`src/rtl/sspi_master.sv`:
```
// sspi_master: SPI mode-0 initiator for the monitor's slave command port.
// Issues command frames with a cmd-dependent payload, or one-byte reads.
module sspi_master #(
    parameter int CLK_DIV  = 2,
    parameter int CS_SETUP = 2,
    parameter int CS_GAP   = 4
) (
    input  logic        clk,
    input  logic        resetn,
    input  logic        cmd_start,
    input  logic [7:0]  cmd,
    input  logic [31:0] cmd_arg,
    input  logic [23:0] cmd_len,
    input  logic [7:0]  wr_data,
    input  logic        wr_valid,
    output logic        wr_ready,
    input  logic        rd_start,
    output logic [7:0]  rd_data,
    output logic        rd_valid,
    output logic        busy,
    output logic        sspi_cs,
    output logic        sspi_clk,
    output logic        sspi_mosi,
    input  logic        sspi_miso
);

    localparam int TMAX0 = (CLK_DIV > CS_SETUP) ? CLK_DIV : CS_SETUP;
    localparam int TMAX  = (TMAX0 > CS_GAP) ? TMAX0 : CS_GAP;
    localparam int TW    = (TMAX < 2) ? 1 : $clog2(TMAX);

    typedef enum logic [2:0] {
        IDLE,
        SETUP,
        SHIFT,
        WAITB,
        GAP
    } state_t;

    state_t        state;
    state_t        state_nxt;
    logic [TW-1:0] tmr;
    logic          phase;
    logic [2:0]    bit_cnt;
    logic [7:0]    sr;
    logic [7:0]    rx;
    logic [7:0]    rx_nxt;
    logic [31:0]   pay;
    logic [31:0]   pay_init;
    logic [2:0]    hdr_left;
    logic [2:0]    hdr_init;
    logic [23:0]   str_left;
    logic          rd_frame;

    logic start_any;
    logic div_done;
    logic setup_done;
    logic gap_done;
    logic bit_end;
    logic byte_end;

    assign busy       = (state != IDLE);
    assign wr_ready   = (state == WAITB);
    assign start_any  = cmd_start | rd_start;
    assign div_done   = (tmr == TW'(CLK_DIV - 1));
    assign setup_done = (tmr == TW'(CS_SETUP - 1));
    assign gap_done   = (tmr == TW'(CS_GAP - 1));
    assign bit_end    = phase & div_done;
    assign byte_end   = bit_end & (bit_cnt == 3'd7);

    // MISO is taken in the first cycle of the high phase
    assign rx_nxt = (phase && tmr == '0) ? {rx[6:0], sspi_miso} : rx;

    // Fixed payload, left-aligned so bytes leave from the top
    always_comb begin
        pay_init = {cmd_arg[7:0], 24'h0};
        hdr_init = 3'd1;
        unique case (1'b1)
            (cmd == 8'h02): begin
                pay_init = cmd_arg;
                hdr_init = 3'd4;
            end
            (cmd == 8'h04): begin
                pay_init = {cmd_arg[15:0], 16'h0};
                hdr_init = 3'd2;
            end
            (cmd == 8'h07): begin
                pay_init = {cmd_len, 8'h0};
                hdr_init = 3'd3;
            end
            default: ;
        endcase
    end

    always_ff @(posedge clk) begin
        if (!resetn) begin
            state <= IDLE;
        end else begin
            state <= state_nxt;
        end
    end

    always_comb begin
        state_nxt = state;
        unique case (state)
            IDLE: begin
                if (start_any) begin
                    state_nxt = SETUP;
                end
            end
            SETUP: begin
                if (setup_done) begin
                    state_nxt = SHIFT;
                end
            end
            SHIFT: begin
                if (byte_end && hdr_left == 3'd0) begin
                    state_nxt = (str_left != 24'd0) ? WAITB : GAP;
                end
            end
            WAITB: begin
                if (wr_valid) begin
                    state_nxt = SHIFT;
                end
            end
            GAP: begin
                if (gap_done) begin
                    state_nxt = IDLE;
                end
            end
            default: state_nxt = IDLE;
        endcase
    end

    always_ff @(posedge clk) begin
        if (!resetn) begin
            tmr       <= '0;
            phase     <= 1'b0;
            bit_cnt   <= 3'd0;
            sr        <= 8'h00;
            rx        <= 8'h00;
            pay       <= 32'h0;
            hdr_left  <= 3'd0;
            str_left  <= 24'd0;
            rd_frame  <= 1'b0;
            rd_data   <= 8'h00;
            rd_valid  <= 1'b0;
            sspi_cs   <= 1'b1;
            sspi_clk  <= 1'b0;
            sspi_mosi <= 1'b0;
        end else begin
            rd_valid <= 1'b0;
            tmr      <= tmr + TW'(1);
            unique case (state)
                IDLE: begin
                    tmr <= '0;
                    if (start_any) begin
                        sspi_cs  <= 1'b0;
                        rd_frame <= ~cmd_start;
                        sr       <= cmd_start ? cmd : 8'h00;
                        pay      <= cmd_start ? pay_init : 32'h0;
                        hdr_left <= cmd_start ? hdr_init : 3'd0;
                        str_left <= (cmd_start && cmd == 8'h07) ? cmd_len : 24'd0;
                    end
                end
                SETUP: begin
                    if (setup_done) begin
                        tmr       <= '0;
                        phase     <= 1'b0;
                        bit_cnt   <= 3'd0;
                        sspi_mosi <= sr[7];
                    end
                end
                SHIFT: begin
                    if (!phase) begin
                        if (div_done) begin
                            tmr      <= '0;
                            phase    <= 1'b1;
                            sspi_clk <= 1'b1;
                        end
                    end else begin
                        rx <= rx_nxt;
                        if (div_done) begin
                            tmr      <= '0;
                            phase    <= 1'b0;
                            sspi_clk <= 1'b0;
                            if (bit_cnt != 3'd7) begin
                                bit_cnt   <= bit_cnt + 3'd1;
                                sr        <= {sr[6:0], 1'b0};
                                sspi_mosi <= sr[6];
                            end else if (hdr_left != 3'd0) begin
                                bit_cnt   <= 3'd0;
                                sr        <= pay[31:24];
                                sspi_mosi <= pay[31];
                                pay       <= {pay[23:0], 8'h00};
                                hdr_left  <= hdr_left - 3'd1;
                            end else if (str_left != 24'd0) begin
                                bit_cnt <= 3'd0;
                            end else begin
                                sspi_cs   <= 1'b1;
                                sspi_mosi <= 1'b0;
                                if (rd_frame) begin
                                    rd_data  <= rx_nxt;
                                    rd_valid <= 1'b1;
                                end
                            end
                        end
                    end
                end
                WAITB: begin
                    // SPI clock is stretched low until the stream delivers
                    tmr <= '0;
                    if (wr_valid) begin
                        sr        <= wr_data;
                        sspi_mosi <= wr_data[7];
                        str_left  <= str_left - 24'd1;
                    end
                end
                GAP: begin
                    if (gap_done) begin
                        tmr <= '0;
                    end
                end
                default: tmr <= '0;
            endcase
        end
    end

endmodule

```
`config.mk`:
```
export PLATFORM = sky130hd
export DESIGN_NAME = sspi_master
export DESIGN_NICKNAME = d
export VERILOG_FILES = /design/src/rtl/sspi_master.sv
export SDC_FILE = /design/constraint.sdc
export NUM_CORES = 1
export LEC_CHECK = 0
export ABC_CLOCK_PERIOD_IN_PS = 2100
export CORE_MARGIN = 4
export CORE_UTILIZATION = 50
export CTS_BUF_LIST = sky130_fd_sc_hd__clkbuf_8
export CTS_CLUSTER_SIZE = 40
export DETAILED_ROUTE_END_ITERATION = 12
export PLACE_DENSITY = 0.87
export SLEW_MARGIN = 15
export SYNTH_ARGS = -nofsm -noshare
export SYNTH_HDL_FRONTEND = slang
export SYNTH_SLANG_ARGS = --single-unit
```
`constraint.sdc`:
```
create_clock -name clk -period 2.1 [get_ports clk]
set_input_delay 0.315 -clock clk [delete_from_list [all_inputs] [get_ports clk]]
set_output_delay 0.315 -clock clk [all_outputs]
set_load 0.02 [all_outputs]
```
==> results of run 1 <==
==> synth_stat cells, types with 6 or more instances <==
master / count / share of area [%]
dfxtp_1: 97 / 35
nand2_1: 77 / 5.2
a21oi_1: 73 / 6.5
o21ai_0: 60 / 5.4
nor2_1: 52 / 3.5
clkbuf_1: 45 / 3.0
nand3_1: 23 / 2.1
a22oi_1: 22 / 3.0
a22o_1: 21 / 3.3
nor3_1: 15 / 1.3
inv_1: 14 / 0.94
a31oi_1: 13 / 1.5
a211oi_1: 12 / 1.6
a221oi_1: 12 / 1.9
o22ai_1: 11 / 1.2
buf_2: 10 / 0.90
ha_1: 10 / 2.2
and2_1: 9 / 1.0
mux2i_1: 9 / 1.6
o221ai_1: 8 / 1.3
a2bb2oi_1: 7 / 1.1
a311oi_1: 7 / 1.1
o211ai_1: 7 / 0.94
and3_1: 6 / 0.67
nor4_1: 6 / 0.67
o21a_1: 6 / 0.81
or4_1: 6 / 0.81
==> flip-flops by register name (all words and copies together) (netlist names), 2 cells and up <==
register,cells
pay,32
str_left,24
rd_data,8
rx,8
sr,8
bit_cnt,3
hdr_left,3
state,3
tmr,2
==> cell usage in the layout (no fill, tap or decap), types with 9 or more instances in the layout <==
master           synthesis  layout
nor3_1                  15      14
nor2_1                  52      51
a21oi_1                 73      72
a22oi_1                 22      22
mux2i_1                  9       9
and2_1                   9       9
buf_4                    0      65
nand2_1                 77      76
nand3_1                 23      22
a211oi_1                12      12
dfxtp_1                 97      96
a221oi_1                12      12
o22ai_1                 11      11
a31oi_1                 13      12
a22o_1                  21      21
o21ai_0                 60      59
inv_1                   14      12
clkdlybuf4s50_1          0      89
clkbuf_8                 0       9
==> worst max-delay path: stages (launching register included) <==
cell and delay [ps]:
dfxtp_1 340, inv_2 90, ha_4 140, nor4b_4 270
buf_4 180, buf_4 140, nand2_1 130, or3_1 380
a21o_1 180, a21oi_1 150
==> cells by family after synthesis <==
kind of cell | after synthesis | share of synthesized area, %
fa+ha+maj | 10 | 2.24
buf+inv | 75 | 5.53
xor+xnor | 2 | 0.313
mux | 9 | 1.61
flops | 97 | 34.7
compound gates | 285 | 33.8
simple gates | 235 | 21.8
==> worst max-delay path by stage <==
stage / cells past startpoint / slack, ps / to / startpoint
final: 9 / 40 / str_left[10] / str_left[1]
after CTS: 8 / 5 / str_left[22] / str_left[0]
after detailed placement: 8 / -320 / pay[15] / cmd[6]
after global placement: 7 / -220 / str_left[12] / cmd[6]
after floorplan: 9 / -8 / sr[6] / tmr[1]
after global routing: 6 / -6 / str_left[11] / str_left[5]
==> through the flow <==
stage / cell area, um^2 / total power [mW] / util [%]
floorplan: 5600 / 5.22 / -
global placement: 7060 / 6.83 / 64.8
detailed placement: 7060 / 6.96 / 64.8
CTS: 7300 / 8.39 / 67.1
global route: 7390 / 9.15 / 67.8
finish: 7390 / 8.62 / 67.8
==> cell type report <==
| class | count | area, um^2 |
|---|---|---|
| fill | 889 | 3500 |
| multi-input combinational | 541 | 3430 |
| sequential | 97 | 1940 |
| timing repair buffer | 165 | 1560 |
| tap | 140 | 175 |
| clock buffer | 9 | 124 |
| clock inverter | 6 | 90.1 |
| inverter | 16 | 62.6 |
==> power breakdown <==
group          internal [mW]  switching, mW  total [mW]
clock                  0.672          0.703        1.37
combinational           2.05           2.72        4.78
sequential              2.20          0.270        2.47
==> repair_timing <==
item,CTS,global route
gates resized for setup,7,17
pin swaps,0,9
buffers inserted,1,3
setup endpoints to repair,15,34
==> routing by layer <==
metal	wire, um	vias to the layer above
met3	2040	54
met5	0	-
met4	567	0
met1	7670	2995
met2	9150	436
li1	-	2908
==> run_results.csv, run 1 <==
group,metric,value,unit
yosys,yosys_warnings,0,
layout,nets,918,
yosys,async_reset_ff_share,0,%
yosys,syn_inst,713,
layout,drive_gt1_share,15.0,%
detailed_routing,drt_pass1_iterations,5,
yosys,syn_nets,801,
floorplan,die-area,12900,um^2
timing,slew_headroom,59.9,%
global_routing,grt_pass1_wl,30900,um
global_routing,grtUsageMet1,39.5,%
cts,clock_latency,380,ps
critical_path,ff2ff_path_depth,9,
placement,gp_congestion,0.966,
timing,drv_slew,0,
timing,fin_hold_ws,461,ps
timing,final.setup.worst_slack,40.5,ps
critical_path,r2r_end,"str_left[10]",
global_routing,grt.busiest_layer,"met2",
cts,cts_sinks,97,
critical_path,r2r_start,"str_left[1]",
detailed_routing,via_count,6393,
detailed_routing,drt_iter0_drc,730,
floorplan,io_pins,92,
timing,fmax,486,MHz
placement,io_buffer_count,91,
global_routing,track_usage,29.5,%
yosys,avgSynthCellArea,7.84,um^2
timing,finalSetupViolCount,0,
power,total_leakage_power,2.67,nW
global_routing,met2_usage,47.9,%
power,ir_drop,0.697,mV
detailed_routing,viasPerCell,6.56,
placement,pre_cts_slack,-324,ps
global_routing,grt_pass1_vias,6044,
hold_path,hp-start,"pay[1]",
floorplan,core,10900,um^2
layout,antennaDiodeCount,0,
detailed_routing,final_antenna_net_count,0,
placement,dp_hpwl,13900,um
cts,cts-buffers-inserted,9,
global_routing,grt_antenna_before_repair,0,
critical_path,rrSetupSlack,40,ps
timing,min_period_over_period,98.1,%
layout,instances_no_fill,974,
power,p_per_area,1170,nW/um^2
critical_path,worstSetupPathType,"reg -> reg",
hold_path,whs_path_depth,2,
layout,area_growth,32.1,%
cts,cts_tree,"yes",
critical_path,cp-end-kind,"flop",
yosys,ys.flop_type,"dfxtp_1",
detailed_routing,routedWlPerCell,19.9,um
detailed_routing,drc,0,
floorplan,fp.dieW,114,um
timing,finalCriticalPeriod,2060,ps
status,outcome,"finished clean",
timing,clock_skew,11.6,ps
timing,hold_violations,0,
hold_path,whs_endpoint,"pay[1]",
hold_path,hp-class,"reg -> reg",
global_routing,grt_util_met3,5.36,%
cts,ctsHoldBuffers,0,
cts,h-tree-depth,3,
flow_run,max_cap_viol_count,0,
timing,worst_slew_pin_slew,599,ps
cts,root_buffer,"clkbuf_8",
yosys,netlist_area,5590,um^2
yosys,ys_seq_area_share,34.7,%
yosys,synth-edff-count,0,
floorplan,die_h,114,um
cts,clock_path_buffers,2,
critical_path,worstPathRequired,2400,ps
floorplan,num_rows,38,
yosys,synth-seq-cells,97,
timing,tns,0,ps
critical_path,crit_path_max_fanout,6,
placement,placedCellCount,955,
critical_path,cp.arrival,2360,ps
floorplan,start_util,51.3,%
global_routing,grt_max_degree,49,
cts,clkTransAtPathRegs,100,ps
yosys,synth_cell_type_count,69,
critical_path,crit_path_start_kind,"flop",
detailed_routing,wirelength,19400,um
global_routing,grt_remaining_overflow,0,
No activity file was read; power rests on OpenSTA's default activity.
==> inputs of run 2 (changes only) <==
Settings changed: ABC_CLOCK_PERIOD_IN_PS 2100 to 2000, PLACE_DENSITY 0.87 to 0.84.
Clock period 2.1 ns to 2 ns, I/O delays scaled along.
==> run 2 against run 1 <==
  * The run now ends with setup timing left
  * Final area increased by 5.4%
  * Largest cell class unchanged
  * Global-route usage decreased by 0.21 points
  * Sequential share of layout area decreased by 1.2 points
  * Clock-buffer cell count increased by 3
  * Maximum frequency increased by 2.9%
  * Combinational power increased by 22%
  * Critical path depth decreased by 1
  * Wire length increased by 4.0%
  * Flip-flop and latch count unchanged
  * Worst setup slack got worse by 42 ps
  * Final cell count increased by 3.3%
==> run_results.csv, run 2 (synthesis results as in run 1) <==
group,metric,value,unit
power,p_per_area,1240,nW/um^2
critical_path,rrSetupSlack,-2,ps
layout,fillCellCount,826,
placement,placedCellCount,972,
floorplan,num_rows,38,
detailed_routing,route.met2.wl,9350,um
layout,nets,951,
global_routing,grt_pass1_wl,30800,um
cts,h-tree-depth,3,
layout,drive_gt1_share,20.9,%
cts,cts-buffers-inserted,9,
detailed_routing,drt_iter0_drc,812,
placement,gp_congestion,0.995,
layout,layout_common_cells,"91 x buf_4, 90 x dfxtp_1, 89 x clkdlybuf4s50_1",
detailed_routing,final_antenna_net_count,0,
flow_run,max_cap_viol_count,0,
critical_path,crit_path_max_fanout,4,
critical_path,worstPathRequired,2330,ps
placement,dp_hpwl,13900,um
critical_path,r2r_start,"bit_cnt[0]",
power,ir_drop,0.774,mV
critical_path,cp.arrival,2330,ps
detailed_routing,via_count,6610,
cts,cts_tree,"yes",
hold_path,hp-start,"sspi_mosi",
layout,fin_util,71.5,%
hold_path,whs_path_depth,2,
layout,area_growth,39.2,%
global_routing,grt_antenna_before_repair,0,
cts,clkTransAtPathRegs,80,ps
timing,finalCriticalPeriod,2000,ps
detailed_routing,viasPerCell,6.57,
cts,ctsHoldBuffers,0,
floorplan,start_util,51.3,%
detailed_routing,drt-met1-wl,8080,um
timing,min_period_over_period,100,%
cts,clock_latency,390,ps
critical_path,critPathLaunch,"bit_cnt[0]",
timing,final.setup.worst_slack,-1.86,ps
detailed_routing,top_layer,"met4",
hold_path,whs_endpoint,"sspi_mosi",
detailed_routing,routedWlPerCell,20.1,um
power,pwr-share-comb,60.2,%
critical_path,cp-end-kind,"flop",
cts,clock_path_buffers,2,
global_routing,track_usage,29.3,%
timing,fmax,500,MHz
layout,final_common_cell,"buf_4",
cts,cts_sinks,97,
global_routing,grt_remaining_overflow,0,
layout,antennaDiodeCount,0,
detailed_routing,drt_pass1_iterations,5,
detailed_routing,met3WireLength,1880,um
floorplan,die-area,12900,um^2
critical_path,r2r_end,"bit_cnt[2]",
timing,worst_slew_pin_slew,525,ps
status,violations,"setup timing",
floorplan,die_h,114,um
layout,multi_input_area,3560,um^2
critical_path,worstSetupPathType,"reg -> reg",
detailed_routing,drc,0,
global_routing,grt_max_degree,49,
timing,slew_headroom,64.9,%
layout,largest_register_ffs,32,
timing,hold_violations,0,
critical_path,ff2ff_path_depth,8,
detailed_routing,wirelength,20200,um
layout,ff_latch_area,1950,um^2
placement,io_buffer_count,91,
timing,drv_slew,0,
layout,instances_no_fill,1006,
global_routing,grt_pass1_vias,6144,
floorplan,core,10900,um^2
power,total_leakage_power,2.89,nW
power,pwr-share-seq,27.0,%
status,outcome,"finished, violations left",
floorplan,io_pins,92,
power,intPower,5.55,mW
timing,finalSetupViolCount,1,
power,power.share.switching,42.6,%
timing,rsz0062_at_grt,"true",
timing,clock_skew,11.0,ps
critical_path,crit_path_start_kind,"flop",
power,p_clk_share,12.8,%
power,p_switching,4.11,mW
floorplan,fp.dieW,114,um
layout,largest_register,"pay",
cts,root_buffer,"clkbuf_8",
layout,top_regs,"pay x32, str_left x24",
hold_path,hp-class,"reg -> reg",
-- run 2: cell count changes in the layout (fill, tap and decap cells not counted), moves of 3 or more --
cell / delta
a311oi_2: +3
buf_4: +26
a311oi_1: -3
nor2_2: +3
nor2_1: -4
dfxtp_2: +5
clkbuf_8: +3
buf_6: +5
dfxtp_1: -6
-- run 2: critical path, stage by stage, from the launching register on --
cell and delay, ps:
dfxtp_2 340, ha_2 160, ha_2 180, and3b_1 190
buf_4 150, nand2_4 80, or4_4 530, a31oi_4 160
a22o_1 150
-- run 2: final cells by class --
type | count | share of cell area [%]
inverters | 16 | 0.772
repair buffers | 198 | 23.8
clock buffers | 12 | 2.12
clock inverters | 2 | 0.177
well taps | 140 | 2.25
multi-input cells | 541 | 45.7
flip-flops and latches | 97 | 25.1
-- run 2: metrics by stage --
| stage | worst slack, ps | hold WS, ps | cell area (um^2) | setup TNS (ps) | power (mW) |
|---|---|---|---|---|---|
| 3_5_place_dp | -351 | 453 | 7200 | -14970 | 7.57 |
| 6_report | -1.86 | 462 | 7780 | -1.86 | 9.66 |
| 3_3_place_gp | -339 | 442 | 7200 | -11590 | 7.41 |
| 5_1_grt | -141 | 484 | 7780 | -1140 | 10.2 |
| 4_1_cts | -53.3 | 466 | 7500 | -139 | 9.06 |
| 2_1_floorplan | -27.0 | 432 | 5620 | -84.2 | 5.52 |
-- run 2: routing by layer --
layer | GRT usage (%) | vias to the layer above
li1 | - | 2992
met1 | 37.5 | 3136
met2 | 46.3 | 407
met3 | 6.95 | 75
met4 | 14.3 | 0
met5 | 0 | -
-- run 2: what timing repair did --
| action | 4_1_cts | 5_1_grt |
|---|---|---|
| pin swaps | 5 | 30 |
| endpoints found under the setup margin | 25 | 47 |
| buffers inserted | 3 | 13 |
| gates resized for setup | 20 | 41 |
| endpoints found under the hold margin | 0 | 0 |
| gates cloned | 1 | 3 |
-- run 2: power by group through the flow --
stage,Clock [mW],Combinational [mW],Sequential [mW]
floorplan,0,2.98,2.54
global placement,0,4.82,2.59
detailed placement,0,4.97,2.60
CTS,1.23,5.25,2.58
global route,1.30,6.27,2.63
finish,1.24,5.81,2.61
-- run 2: how the worst max path moves through the flow --
stage,to,cells past startpoint
after CTS,bit_cnt[2],7
after floorplan,rd_data[4],9
final,bit_cnt[2],8
after global placement,str_left[12],7
after detailed placement,str_left[12],7
after global routing,rd_data[0],8
